===== src/rtl/imem_loader_pkg.sv =====
// Shared types and constants for the boot-time instruction memory loader.
// Optional feature macro: IMEM_LOADER_CHECKSUM_EN (trailing XOR checksum byte).

package imem_loader_pkg;

    typedef enum logic [2:0] {
        IDLE,
        HDR_HI,
        HDR_LO,
        DATA,
        CHK,
        FILL,
        DONE,
        ERR
    } state_t;

    localparam int HDR_BYTES = 2;

endpackage


===== src/rtl/imem_loader_byte_packer.sv =====
// Collects four big-endian bytes into one 32-bit word; the first byte lands in [31:24].

module byte_packer (
    input  logic        clk,
    input  logic        reset,
    input  logic        clear,
    input  logic        valid,
    input  logic [7:0]  byte_in,
    output logic [31:0] word,
    output logic        word_done
);

    logic [1:0]  pos;
    logic [23:0] shreg;

    always_ff @(posedge clk or posedge reset) begin
        if (reset) begin
            pos   <= 2'd0;
            shreg <= 24'd0;
        end else if (clear) begin
            pos   <= 2'd0;
            shreg <= 24'd0;
        end else if (valid) begin
            shreg <= {shreg[15:0], byte_in};
            pos   <= pos + 2'd1;
        end
    end

    // The completed word includes the byte being accepted this cycle.
    assign word      = {shreg, byte_in};
    assign word_done = valid && (pos == 2'd3);

endmodule


===== src/rtl/imem_loader.sv =====
// Boot loader: streams a counted program image into instruction memory, zero-fills
// the rest and holds the CPU in reset until done. Optional: IMEM_LOADER_CHECKSUM_EN.

module imem_loader
    import imem_loader_pkg::*;
#(
    parameter int DEPTH  = 256,
    parameter int ADDR_W = 8
) (
    input  logic              clk,
    input  logic              reset,
    input  logic              rx_valid,
    input  logic [7:0]        rx_data,
    output logic              rx_ready,
    output logic              im_we,
    output logic [ADDR_W-1:0] im_addr,
    output logic [31:0]       im_wdata,
    output logic              cpu_reset,
    output logic              busy,
    output logic              done,
    output logic              error
);

    localparam int HDR_BITS = HDR_BYTES * 8;
    localparam logic [HDR_BITS:0] DEPTH_HDR = (HDR_BITS + 1)'(DEPTH);
    localparam logic [ADDR_W:0]   DEPTH_CNT = (ADDR_W + 1)'(DEPTH);
    localparam logic [ADDR_W:0]   CNT_ONE   = (ADDR_W + 1)'(1);

    state_t state, state_nxt;

    logic [7:0]          hdr_hi;
    logic [HDR_BITS-1:0] n_full;
    logic [ADDR_W:0]     n_words;
    logic [ADDR_W:0]     word_cnt;
    logic                accept;
    logic                last_word;
    logic                fill_end;
    logic                pack_clear;
    logic                pack_valid;
    logic [31:0]         packed_word;
    logic                word_done;

`ifdef IMEM_LOADER_CHECKSUM_EN
    logic [7:0] csum;
`endif

    assign rx_ready = (state == HDR_HI) || (state == HDR_LO) ||
                      (state == DATA)   || (state == CHK);
    assign busy     = (state == HDR_LO) || (state == DATA) ||
                      (state == CHK)    || (state == FILL);
    assign accept     = rx_valid && rx_ready;
    assign n_full     = {hdr_hi, rx_data};
    assign last_word  = ((word_cnt + CNT_ONE) == n_words);
    assign fill_end   = (word_cnt == DEPTH_CNT);
    assign pack_valid = accept && (state == DATA);

    byte_packer u_packer (
        .clk       (clk),
        .reset     (reset),
        .clear     (pack_clear),
        .valid     (pack_valid),
        .byte_in   (rx_data),
        .word      (packed_word),
        .word_done (word_done)
    );

    always_ff @(posedge clk or posedge reset) begin
        if (reset) begin
            state <= IDLE;
        end else begin
            state <= state_nxt;
        end
    end

    always_comb begin
        state_nxt  = state;
        pack_clear = 1'b0;
        case (state)
            IDLE: begin
                state_nxt = HDR_HI;
            end
            HDR_HI: begin
                if (accept) begin
                    state_nxt = HDR_LO;
                end
            end
            HDR_LO: begin
                if (accept) begin
                    if (n_full == '0) begin
                        state_nxt = FILL;
                    end else if ({1'b0, n_full} > DEPTH_HDR) begin
                        state_nxt = ERR;
                    end else begin
                        state_nxt  = DATA;
                        pack_clear = 1'b1;
                    end
                end
            end
            DATA: begin
                if (word_done && last_word) begin
`ifdef IMEM_LOADER_CHECKSUM_EN
                    state_nxt = CHK;
`else
                    state_nxt = FILL;
`endif
                end
            end
            CHK: begin
`ifdef IMEM_LOADER_CHECKSUM_EN
                if (accept) begin
                    state_nxt = (rx_data == csum) ? FILL : ERR;
                end
`else
                state_nxt = ERR;
`endif
            end
            FILL: begin
                if (fill_end) begin
                    state_nxt = DONE;
                end
            end
            DONE: begin
                state_nxt = DONE;
            end
            ERR: begin
                state_nxt = ERR;
            end
            default: begin
                state_nxt = IDLE;
            end
        endcase
    end

    // word_cnt is the data word index during DATA and continues as the fill address.
    always_ff @(posedge clk or posedge reset) begin
        if (reset) begin
            hdr_hi    <= 8'd0;
            n_words   <= '0;
            word_cnt  <= '0;
            im_we     <= 1'b0;
            im_addr   <= '0;
            im_wdata  <= 32'd0;
            done      <= 1'b0;
            error     <= 1'b0;
            cpu_reset <= 1'b1;
        end else begin
            im_we     <= 1'b0;
            done      <= (state_nxt == DONE);
            error     <= (state_nxt == ERR);
            cpu_reset <= (state_nxt != DONE);
            case (state)
                HDR_HI: begin
                    if (accept) begin
                        hdr_hi <= rx_data;
                    end
                end
                HDR_LO: begin
                    if (accept) begin
                        n_words  <= (ADDR_W + 1)'(n_full);
                        word_cnt <= '0;
                    end
                end
                DATA: begin
                    if (word_done) begin
                        im_we    <= 1'b1;
                        im_addr  <= word_cnt[ADDR_W-1:0];
                        im_wdata <= packed_word;
                        word_cnt <= word_cnt + CNT_ONE;
                    end
                end
                FILL: begin
                    if (!fill_end) begin
                        im_we    <= 1'b1;
                        im_addr  <= word_cnt[ADDR_W-1:0];
                        im_wdata <= 32'd0;
                        word_cnt <= word_cnt + CNT_ONE;
                    end
                end
                default: begin
                end
            endcase
        end
    end

`ifdef IMEM_LOADER_CHECKSUM_EN
    // Running XOR over header and data bytes; the trailer byte itself is excluded.
    always_ff @(posedge clk or posedge reset) begin
        if (reset) begin
            csum <= 8'd0;
        end else if (state == IDLE) begin
            csum <= 8'd0;
        end else if (accept && (state != CHK)) begin
            csum <= csum ^ rx_data;
        end
    end
`endif

endmodule


===== config.mk =====
export PLATFORM = sky130hd
export DESIGN_NAME = imem_loader
export DESIGN_NICKNAME = d
export VERILOG_FILES = /design/src/rtl/imem_loader_pkg.sv /design/src/rtl/imem_loader_byte_packer.sv /design/src/rtl/imem_loader.sv
export SDC_FILE = /design/constraint.sdc
export NUM_CORES = 1
export LEC_CHECK = 0
export ABC_AREA = 1
export BUFFER_PORTS_ARGS = -buffer_cell sky130_fd_sc_hd__buf_2
export CAP_MARGIN = 20
export CORE_ASPECT_RATIO = 0.75
export CORE_MARGIN = 2
export CORE_UTILIZATION = 56
export DETAILED_ROUTE_END_ITERATION = 8
export PLACE_DENSITY_LB_ADDON = 0.3
export SYNTH_ARGS = -nofsm -noshare
export SYNTH_HDL_FRONTEND = slang
export SYNTH_SLANG_ARGS = --single-unit

===== constraint.sdc =====
create_clock -name clk -period 7.1 [get_ports clk]
set_clock_uncertainty 0.15 [all_clocks]
set_input_delay 1.42 -clock clk [delete_from_list [all_inputs] [get_ports clk]]
set_output_delay 1.42 -clock clk [all_outputs]
set_load 0.03 [all_outputs]

Word level (Yosys, flattened, before mapping)
Index checks and enable logic that the tools add are counted.
Cells by class
  equal/unequal tests: 16
  reductions and logical operators: 20
  muxes and demuxes: 28
  magnitude comparators: 1
  add/sub/neg operators: 2
Operators by type and width (count)
  $mux 32: 2
  $pmux 32 s2: 1
  $mux 24: 2
  $mux 9: 3
  $pmux 9 s3: 1
  $pmux 3 s7: 1
  $eq 3x3->1 const B: 6
  $mux 3: 6
  $gt 16x9->1 const B: 1
  $logic_not 16->1: 1
  $mux 8: 2
  $pmux 8 s2: 1
  $add 9x1->9 const B: 1
  $eq 9x9->1: 1
  $eq 9x9->1 const B: 1
  $eq 3x2->1 const B: 2
  $logic_or 1x1->1: 6
  $mux 1: 6
  $ne 2x2->1 const B: 3
  $logic_and 1x1->1: 4
  $mux 2: 2
  $reduce_and 2->1: 2
  $reduce_and 4->1: 1
  $reduce_bool 2->1: 2
  9 further kinds: 9
Word-level totals
  register bits: 99

Depth between registers and ports, before layout
Gate-level depths: netlist of run 1.
  depth in word-level cells: 11
  mapped depth: 15

Cells and area by module
Synthesis of run 1 repeated with hierarchy kept, for this count alone.
Unflattened totals
  cell total of the unflattened synthesis: 547
  area, all modules: 4611.9 um^2
By module, submodules not included
  imem_loader: instances 1, area an instance 3479.6 um^2, cells an instance 421
  byte_packer: instances 1, area an instance 1132.3 um^2, cells an instance 126

Least setup slack after synthesis of run 1
OpenSTA, ideal clock, no wires.
  path type: register -> output
  start point: register state[1]
  end point: output port rx_ready
  buffers on the path: 0
  stages on the path, launching flop included: 4
  required time: 5530 ps
  arrival time: 1294 ps
  slack: 4236 ps
  cell sequence: dfrtp_1 -> inv_1 -> nand2_1 -> o21ai_0
On the way
  cells in the longest elaborated chain, start to end: 4
Ends and longest elaborated chain
  start, declared: line imem_loader.sv:29  | state_t state, state_nxt;
  start signal, assigned: line imem_loader.sv:71  | state <= state_nxt;
  $eq 3x1->1 / $eq 3x2->1 (equally long branches): line imem_loader.sv:47  | assign rx_ready = (state == HDR_HI) || (state == HDR_LO) ||
  $logic_or 1x1->1 (2 in series): line imem_loader.sv:47
  $logic_or 1x1->1 (*): line imem_loader.sv:48  | (state == DATA) || (state == CHK);
  end, declared: line imem_loader.sv:14  | output logic rx_ready,
Mark *: on every way between the ends. The rest lies on a longest branch, timed or not.

Worst setup path after layout of run 1
  start point: input port rx_valid
  end point: register im_addr[0]
On the way
  cells in the longest elaborated chain, start to end: 5
Ends and longest elaborated chain
  start, declared: line imem_loader.sv:12  | input logic rx_valid,
  $logic_and 1x1->1: line imem_loader.sv:51  | assign accept = rx_valid && rx_ready;
  $logic_and 1x1->1: line imem_loader.sv:55  | assign pack_valid = accept && (state == DATA);
  $logic_and 1x1->1: line imem_loader_byte_packer.sv:31  | assign word_done = valid && (pos == 2'd3);
  $ne 2x2->1 (no line)
  $reduce_and 3->1 (no line)
  end signal, assigned: line imem_loader.sv:166  | im_addr <= word_cnt[ADDR_W-1:0];
  end signal, assigned: line imem_loader.sv:174  | im_addr <= word_cnt[ADDR_W-1:0];
  end, declared: line imem_loader.sv:16  | output logic [ADDR_W-1:0] im_addr,
No other way between the ends.
A chain may end at the register's enable or synchronous reset.

==> results.toml, run 1 <==
[route]
drtIter0Drc = 259
routed_via_density = 5.273
vias = 3691
antenna_left = 0
routedWlPerCell_um = 14.00
drc_errors = 0
first_pass_iters = 5
drt-total-wl_um = 9797

[floorplanning]
die-area_um2 = 8784
die_y_um = 81.67
initial_core_util_pct = 57.40
fp.dieW_um = 107.6
rows = 28
core-area_um2 = 7848
io_pins = 57

[sta]
layout_min_cycle_time_ns = 3.748
setup_violations = 0
slew_headroom_pct = 41.00
rsz0062_at_grt = "no"
tightest_slew_ns = 0.8829
hold_violations = 0
drv_slew = 0
fin_crit_sh_pct = 52.79
worst_slack_ns = 3.352
max_freq_mhz = 266.8
fin_tns_setup_ns = 0

[place]
dp_slack_ns = 2.944
hpwl_um = 6803
port_buffers = 56
globalplace.congestion = 0.9350
placed_cells = 684

[grt]
antenna_found_initial = 0
grt_pass1_wl_um = 16280
grt_overflow_total = 0
globalRouteTotalUtil_pct = 24.02
grt_pass1_vias = 3415
grt_max_degree = 66

[status]
status = "completed"

[yosys]
synth_top_cell_by_area = "dfrtp_1"
synth.most_common_cell = "nand2_1"
synth_cells = 543
synth_ff_type = "dfrtp_1"
ys_ff_latch = 99
synth_edf_count = 0
ys_warn_count = 0
syn_area_um2 = 4504
ys_top_cells_by_count = "nand2_1 (135), dfrtp_1 (98), o21ai_0 (82)"
synthArstFlopShare_pct = 100.0
synth_area_per_cell_um2 = 8.295
seq_area_frac_synth_pct = 55.03
ys_types = 31
yosysTopAreaCellShare_pct = 54.44
synth_area_leaders = "dfrtp_1 (54%), nand2_1 (11%), o21ai_0 (9.1%)"
synth_fp_nets = 557

[clock_network]
clock_latency_ns = 0.38
numClockSinks = 99
post_cts_resized = 0
cts_buffer_depth = 2
htreeDepth = 3
numCtsBuffers = 9
cts_tree = "built"
cts_root_buf = "clkbuf_8"
cts_hold_buffers = 0
post_cts_buffers = 0
clk_pin_slew_ns = 0.09

[power]
vdd_ir_drop_max_uv = 125.4
power.density_nw_per_um2 = 194.4
p_leak_uw = 0.002710

[job]
maxCapViolCount = 0

[worst_setup_path]
criticalPathCategory = "in2reg"
path_max_fanout = 56
start_kind = "input pin"
r2r_slack_ns = 4.04
worstSetupEndpointType = "flop"
worstPathArrival_ns = 3.87
worstPathRequired_ns = 7.22

[layout]
area_growth_pct = 11.78
drive_gt1_share_pct = 14.79
num_antenna_cells = 0
nNetsFinal = 604
instances_no_fill = 700
nFillCells = 690

[min_path]
hp-class = "reg2reg"
==> cells by family (layout without fill, tap and decap cells) <==
group | after synthesis | count (layout) | synth area share, %
buffers and inverters | 103 | 155 | 9.194
AND/OR/NAND/NOR | 240 | 240 | 23.22
flip-flops | 99 | 99 | 55.03
adder cells (fa/ha/maj) | 3 | 3 | 0.8334
XOR/XNOR | 3 | 3 | 0.5834
AO/OA/AOI/OAI | 95 | 95 | 11.14
==> worst paths after layout <==
check	to	depth (start not counted)	from
setup / recovery	im_addr[0]$_DFFE_PP0P_	9	rx_valid
hold / removal	im_addr[0]$_DFFE_PP0P_	1	im_addr[0]$_DFFE_PP0P_
setup reg to reg	im_addr[0]$_DFFE_PP0P_	7	state[2]$_DFF_PP0_
hold reg to reg	im_addr[0]$_DFFE_PP0P_	1	im_addr[0]$_DFFE_PP0P_
max in group asynchronous	n_words[1]$_DFFE_PP0P_	3	reset
min in group asynchronous	im_wdata[20]$_DFFE_PP0P_	2	reset
==> stage by stage <==
step | hold WS (ns) | util (%) | area [um^2] | power (uW)
6_report | 0.3440 | 64.16 | 5035 | 978.7
5_1_grt | 0.3795 | 64.16 | 5035 | 1009
4_1_cts | 0.3461 | 64.16 | 5035 | 980.8
3_5_place_dp | 0.3250 | 61.42 | 4820 | 594.5
3_3_place_gp | 0.3173 | 61.42 | 4820 | 594.0
2_1_floorplan | 0.2997 | - | 4504 | 585.5
==> placed cells by master (no fill, tap or decap) <==
cell	instances
a21oi_1	10
nor2_4	2
and3_1	1
nand2_1	135
dfrtp_1	98
nor3_1	1
nand3_2	1
buf_4	1
xor2_1	1
inv_4	1
clkbuf_8	9
xnor2_1	2
bufinv_16	2
inv_2	3
clkinv_2	3
ha_1	3
nor2_1	31
nand4_1	7
dfstp_2	1
a22oi_1	1
buf_2	56
nor3_2	1
or2_2	1
o21ai_0	82
a221oi_4	1
inv_6	1
nand3b_1	1
clkinvlp_4	1
nor2_2	2
nand3_1	55
o21a_1	1
nand3_4	1
inv_1	78
nand2_2	1
==> flip-flops by register name (all words and copies together), names as in the netlist <==
register,cells
cpu_reset,1
done,1
error,1
hdr_hi,8
im_addr,8
im_wdata,32
im_we,1
n_words,9
state,3
u_packer.pos,2
u_packer.shreg,24
word_cnt,9
==> report_power, final <==
| group | switching [uW] | total, uW | internal (uW) |
|---|---|---|---|
| Combinational | 15.9 | 18.9 | 2.94 |
| Clock | 199 | 396 | 198 |
| Sequential | 0 | 563 | 563 |
| Total | 215 | 979 | 764 |
==> critical path: stages <==
cell and delay [ns]:
buf_2 0.11, inv_2 0.06, nor2_4 0.10, nand3_4 0.38
nor2_4 0.34, inv_2 0.34, nand2_1 0.79, nand2_1 0.15
o21a_1 0.15
==> layer usage <==
| layer | GRT usage, % | vias up | part of all wire [%] |
|---|---|---|---|
| met5 | 0 | - | 0 |
| met4 | 8.590 | 0 | 2.0 |
| met3 | 5.476 | 21 | 6.9 |
| met2 | 35.85 | 128 | 43 |
| met1 | 34.78 | 1733 | 48 |
| li1 | - | 1809 | - |
==> final cells by class <==
cell class	count	area, um^2	area share [%]
clock buffers	9	123.9	2.460
repair buffers	57	287.8	5.716
inverters	82	310.3	6.163
multi-input cells	341	1612	32.01
flip-flops and latches	99	2479	49.23
clock inverters	7	91.34	1.814
well taps	105	131.4	2.609
No activity file was read; power rests on OpenSTA's default activity.
==> run 2: changes to the inputs <==
clock period = 3.7 ns   (was 7.1 ns; I/O delays follow)
==> run 2 against run 1 <==
  * Hold slack got worse by 0.0097 ns
  * Combinational power rose by 99%
  * Routed wire length rose by 0.16%
  * Clock power rose by 75%
  * Final cell count rose by 0.71%
  * Non-clock buffer count rose by 5
  * Critical path type is now reg2out
  * Critical endpoint is now rx_ready
  * Largest power group unchanged
==> results.toml, run 2 (same netlist as run 1, synthesis figures left out) <==
[worst_setup_path]
worstPathArrival_ns = 1.53
worstPathRequired_ns = 2.81
crit_family = "flip-flops"
worstSetupEndpointType = "primary output"
criticalPathCategory = "reg2out"
r2r_slack_ns = 1.41
rr_endpoint = "im_addr[2]$_DFFE_PP0P_"
timing.rr.start = "word_cnt[0]$_DFFE_PP0P_"
ff2ff_path_depth = 10
path_max_fanout = 4
path_buf_inv = 2
max_stage_delay_ns = 0.44
cp_slowest_cell = "dfrtp_1"
start_kind = "flop"
cp_cell_sequence = "inv_1 > nand2_1 > o21ai_0 > buf_2"
cp.depth = 4

[route]
antenna_left = 0
routed_via_density = 5.274
first_pass_iters = 5
drc_errors = 0
drtIter0Drc = 219
routedWlPerCell_um = 13.92
drt-total-wl_um = 9813
vias = 3718

[place]
globalplace.congestion = 0.9610
place_area_um2 = 4857
port_buffers = 56
hpwl_um = 6875

[power]
vdd_ir_drop_max_uv = 235.7
power.density_nw_per_um2 = 358.7
p_leak_uw = 0.002720

[layout]
largest_register_ffs = 32
largest_register = "im_wdata"
reg_top3 = "im_wdata (32), u_packer.shreg (24)"
final_cell_mix = "nand2_1 (135), dfrtp_1 (98), o21ai_0 (82)"
final_common_cell = "nand2_1"
drive_gt1_share_pct = 15.17
area_growth_pct = 12.19
num_antenna_cells = 0
final_cell_area_um2 = 5054
nFillCells = 686
final_core_util_pct = 64.40
nNetsFinal = 609

[clock_network]
post_cts_resized = 0
cts_root_buf = "clkbuf_8"
cts_buffer_depth = 2
cts_tree = "built"
numCtsBuffers = 9
cts_hold_buffers = 0
post_cts_buffers = 0
clock_latency_ns = 0.36
numClockSinks = 99
clk_pin_slew_ns = 0.10
htreeDepth = 3

[sta]
slew_headroom_pct = 52.24
rsz0062_at_grt = "no"
setup_violations = 0
hold_violations = 0
max_freq_mhz = 414.0
fin_crit_sh_pct = 65.29
layout_min_cycle_time_ns = 2.416
tightest_slew_ns = 0.7164
fin_tns_setup_ns = 0
drv_slew = 0

[grt]
antenna_found_initial = 0
globalRouteTotalUtil_pct = 23.89
grt_pass1_vias = 3290
grt_max_degree = 61
grt_overflow_total = 0
grt_pass1_wl_um = 16150

[job]
maxCapViolCount = 0

[floorplanning]
rows = 28
fp.dieW_um = 107.6
core-area_um2 = 7848
die_y_um = 81.67
initial_core_util_pct = 57.40
io_pins = 57
die-area_um2 = 8784

[min_path]
hp-start = "u_packer.shreg[21]$_DFFE_PP0P_"
hp-class = "reg2reg"
whs_endpoint = "im_wdata[29]$_DFFE_PP0P_"
worstHoldPathCells = 2

[status]
status = "completed"
[run 2: cell count changes in the layout (fill, tap and decap cells not counted), sizes merged]
| cell | change |
|---|---|
| clkinv | -1 |
| inv | -1 |
| bufinv | -1 |
| clkbuf | +3 |
| buf | +5 |
[run 2: power by group]
part | total (uW) | leakage [uW] | internal, uW | switching, uW
clock network | 694 | 0.0000966 | 332 | 362
registers | 1080 | 0.00126 | 1080 | 0
logic | 37.6 | 0.00136 | 6.33 | 31.3
[run 2: worst min-delay path, cell delays in order (launching register included)]
cell and delay (ns):
dfrtp_1 0.35, nand2_1 0.05, nand2_1 0.06
[run 2: routing by layer]
metal | global-route usage (%) | wire length, um | up-vias
met5 | 0 | 0 | -
met4 | 5.769 | 118 | 0
met3 | 5.952 | 719 | 13
met2 | 33.52 | 4004 | 149
met1 | 37.21 | 4970 | 1726
li1 | - | - | 1830
[run 2: area by class of cell]
cell class | count | area (um^2) | area share, %
well taps | 105 | 131.4 | 2.600
clock inverters | 4 | 51.30 | 1.015
flip-flops and latches | 99 | 2479 | 49.05
inverters | 82 | 310.3 | 6.140
clock buffers | 12 | 145.1 | 2.872
multi-input cells | 341 | 1612 | 31.89
repair buffers | 62 | 325.3 | 6.437
[run 2: worst max-delay path by stage]
stage / from / end / slack (ns)
after floorplan: reset / done$_DFF_PP0_ / 0.22
after global placement: rx_valid / im_wdata[30]$_DFFE_PP0P_ / 1.25
after detailed placement: rx_valid / im_addr[6]$_DFFE_PP0P_ / 1.22
after CTS: state[1]$_DFF_PP0_ / rx_ready / 1.28
after global routing: state[1]$_DFF_PP0_ / rx_ready / 1.22
final: state[1]$_DFF_PP0_ / rx_ready / 1.28
[run 2: through the flow]
stage          setup slack [ns]  instances  hold WS [ns]  power (uW)
2_1_floorplan            0.2212        543        0.2997        1124
3_3_place_gp              1.245        689        0.3112        1141
3_5_place_dp              1.222        689        0.3231        1142
4_1_cts                   1.282        705        0.3394        1835
5_1_grt                   1.218        705        0.3548        1883
6_report                  1.284        705        0.3342        1813
==> run 3: changes to the inputs <==
CORE_UTILIZATION = 52   (was 56)
clock period = 2.1 ns   (was 3.7 ns; I/O delays follow)
==> run 3 against run 2 <==
  * Critical endpoint unchanged
  * Hold slack worse by 0.0092 ns
  * Combinational power up 140%
  * Final cell count up 4.0%
  * Flip-flop and latch count unchanged
  * Clock power rose to 2.5 times the previous value
  * Register-to-register slack worse by 1.3 ns
  * Critical path depth unchanged
  * Critical path type unchanged
  * Largest cell class unchanged
==> results.toml, run 3 (same netlist as run 1, synthesis figures left out) <==
[sta]
fin_crit_sh_pct = 95.75
hold_violations = 0
layout_min_cycle_time_ns = 2.011
slew_headroom_pct = 70.87
setup_violations = 0
worst_slack_ns = 0.08934
max_freq_mhz = 497.3
drv_slew = 0
fin_tns_setup_ns = 0
rsz0062_at_grt = "yes"
tightest_slew_ns = 0.4370

[clock_network]
cts_buffer_depth = 2
cts_tree = "built"
numCtsBuffers = 9
clk_pin_slew_ns = 0.07
numClockSinks = 99
clock_latency_ns = 0.34
cts_root_buf = "clkbuf_16"
htreeDepth = 3

[floorplanning]
die_y_um = 84.60
rows = 29
io_pins = 57
initial_core_util_pct = 53.51
core-area_um2 = 8418
fp.dieW_um = 111.5
die-area_um2 = 9430

[layout]
largest_register = "im_wdata"
drive_gt1_share_pct = 21.12
area_growth_pct = 21.36
instances_no_fill = 733
reg_top3 = "im_wdata (32), u_packer.shreg (24)"
nNetsFinal = 634
final_core_util_pct = 64.94
num_antenna_cells = 0
largest_register_ffs = 32
final_common_cell = "nand2_1"
final_cell_mix = "nand2_1 (133), dfrtp_1 (95), o21ai_0 (80)"

[min_path]
hp-start = "u_packer.shreg[17]$_DFFE_PP0P_"
whs_endpoint = "im_wdata[25]$_DFFE_PP0P_"
hp-class = "reg2reg"
worstHoldPathCells = 2

[power]
power_uw = 3755
p_leak_uw = 0.002897
p_int_uw = 2982
switching_share_pct = 20.59
clkPwrFrac_pct = 46.8
vdd_ir_drop_max_uv = 439.5
sequentialPowerShare_pct = 50.8
power.density_nw_per_um2 = 686.9
combinationalPowerShare_pct = 2.4
switchingPower_uw = 773.0

[route]
antenna_left = 0
routedWlPerCell_um = 14.30
drc_errors = 0
vias = 3829
first_pass_iters = 5
drtIter0Drc = 294
routed_via_density = 5.224
drt-total-wl_um = 10490

[worst_setup_path]
rr_endpoint = "error$_DFF_PP0_"
path_buf_inv = 2
start_kind = "flop"
worstSetupEndpointType = "primary output"
cp_cell_sequence = "inv_1 > nand2_1 > o21ai_1 > buf_2"
crit_start = "state[1]$_DFF_PP0_"
path_max_fanout = 4
cp_slowest_cell = "dfrtp_1"
ff2ff_path_depth = 13
worstPathRequired_ns = 1.53
max_stage_delay_ns = 0.43
criticalPathCategory = "reg2out"
timing.rr.start = "word_cnt[0]$_DFFE_PP0P_"
r2r_slack_ns = 0.11
crit_family = "flip-flops"
worstPathArrival_ns = 1.44

[grt]
grt_pass1_wl_um = 17600
antenna_found_initial = 0
grt_max_degree = 50
globalRouteTotalUtil_pct = 23.88
grt_pass1_vias = 3617
grt_overflow_total = 0

[job]
maxCapViolCount = 0

[place]
hpwl_um = 7415
placed_cells = 711
port_buffers = 56
dp_slack_ns = 0.05016
globalplace.congestion = 0.9439

[status]
status = "completed"
run 3: cell types whose count changed in the layout (fill, tap and decap cells not counted), sizes merged:
cell,change
clkbuf,-2
bufinv,+1
buf,+24
clkinv,+1
inv,-1
clkinvlp,+1
dlygate4sd3,+1
run 3: per-stage QoR:
stage	hold WS (ns)	cell area, um^2
after global placement	0.2781	5030
after global routing	0.3469	5466
after CTS	0.3249	5359
final	0.3251	5466
after detailed placement	0.2838	5030
after floorplan	0.2997	4508
run 3: worst reg2reg max path: cells and delay by family, from the launching register on:
family                     cells  cell delay (ns)
xor gates and xnor gates       1             0.14
adders and majority gates      1             0.21
buffers and inverters          1             0.09
DFF                            1             0.46
and+or+nand+nor               10             0.84
run 3: layer usage:
layer / share of wire [%] / vias to the layer above / global-route usage (%) / wire [um]
met5: 0 / - / 0 / 0
met4: 1.4 / 0 / 7.856 / 142
met3: 6.7 / 10 / 5.343 / 699
met2: 44 / 134 / 35.25 / 4587
met1: 48 / 1806 / 35.37 / 5056
li1: - / 1879 / - / -
run 3: power by group through the flow:
stage / combinational [uW] / sequential (uW) / clock [uW]
4_1_cts: 94.3 / 1910 / 1790
5_1_grt: 103 / 1900 / 1860
3_3_place_gp: 89.7 / 1940 / 0
2_1_floorplan: 37.4 / 1940 / 0
6_report: 91.2 / 1910 / 1760
3_5_place_dp: 93.2 / 1940 / 0
run 3: how the worst max path moves through the flow:
stage / endpoint / slack (ns) / cells after the start
finish: rx_ready / 0.09 / 4
global route: error$_DFF_PP0_ / -0.008 / 13
CTS: rx_ready / 0.005 / 4
detailed placement: error$_DFF_PP0_ / 0.05 / 15
global placement: error$_DFF_PP0_ / 0.04 / 15
floorplan: rx_ready / 0.24 / 3
run 3: cell type report:
| class | instances | area [um^2] |
|---|---|---|
| fill | 720 | 2952 |
| sequential | 99 | 2482 |
| multi-input combinational | 341 | 1673 |
| timing repair buffer | 87 | 540.5 |
| inverter | 82 | 316.6 |
| clock buffer | 10 | 229.0 |
| tap | 108 | 135.1 |
| clock inverter | 6 | 90.09 |
run 3: repair_timing:
item                       CTS  global route
hold buffers                 1             0
hold endpoints to repair     9             0
resized for setup            0            24
setup endpoints to repair    0            28
buffers inserted             0             5
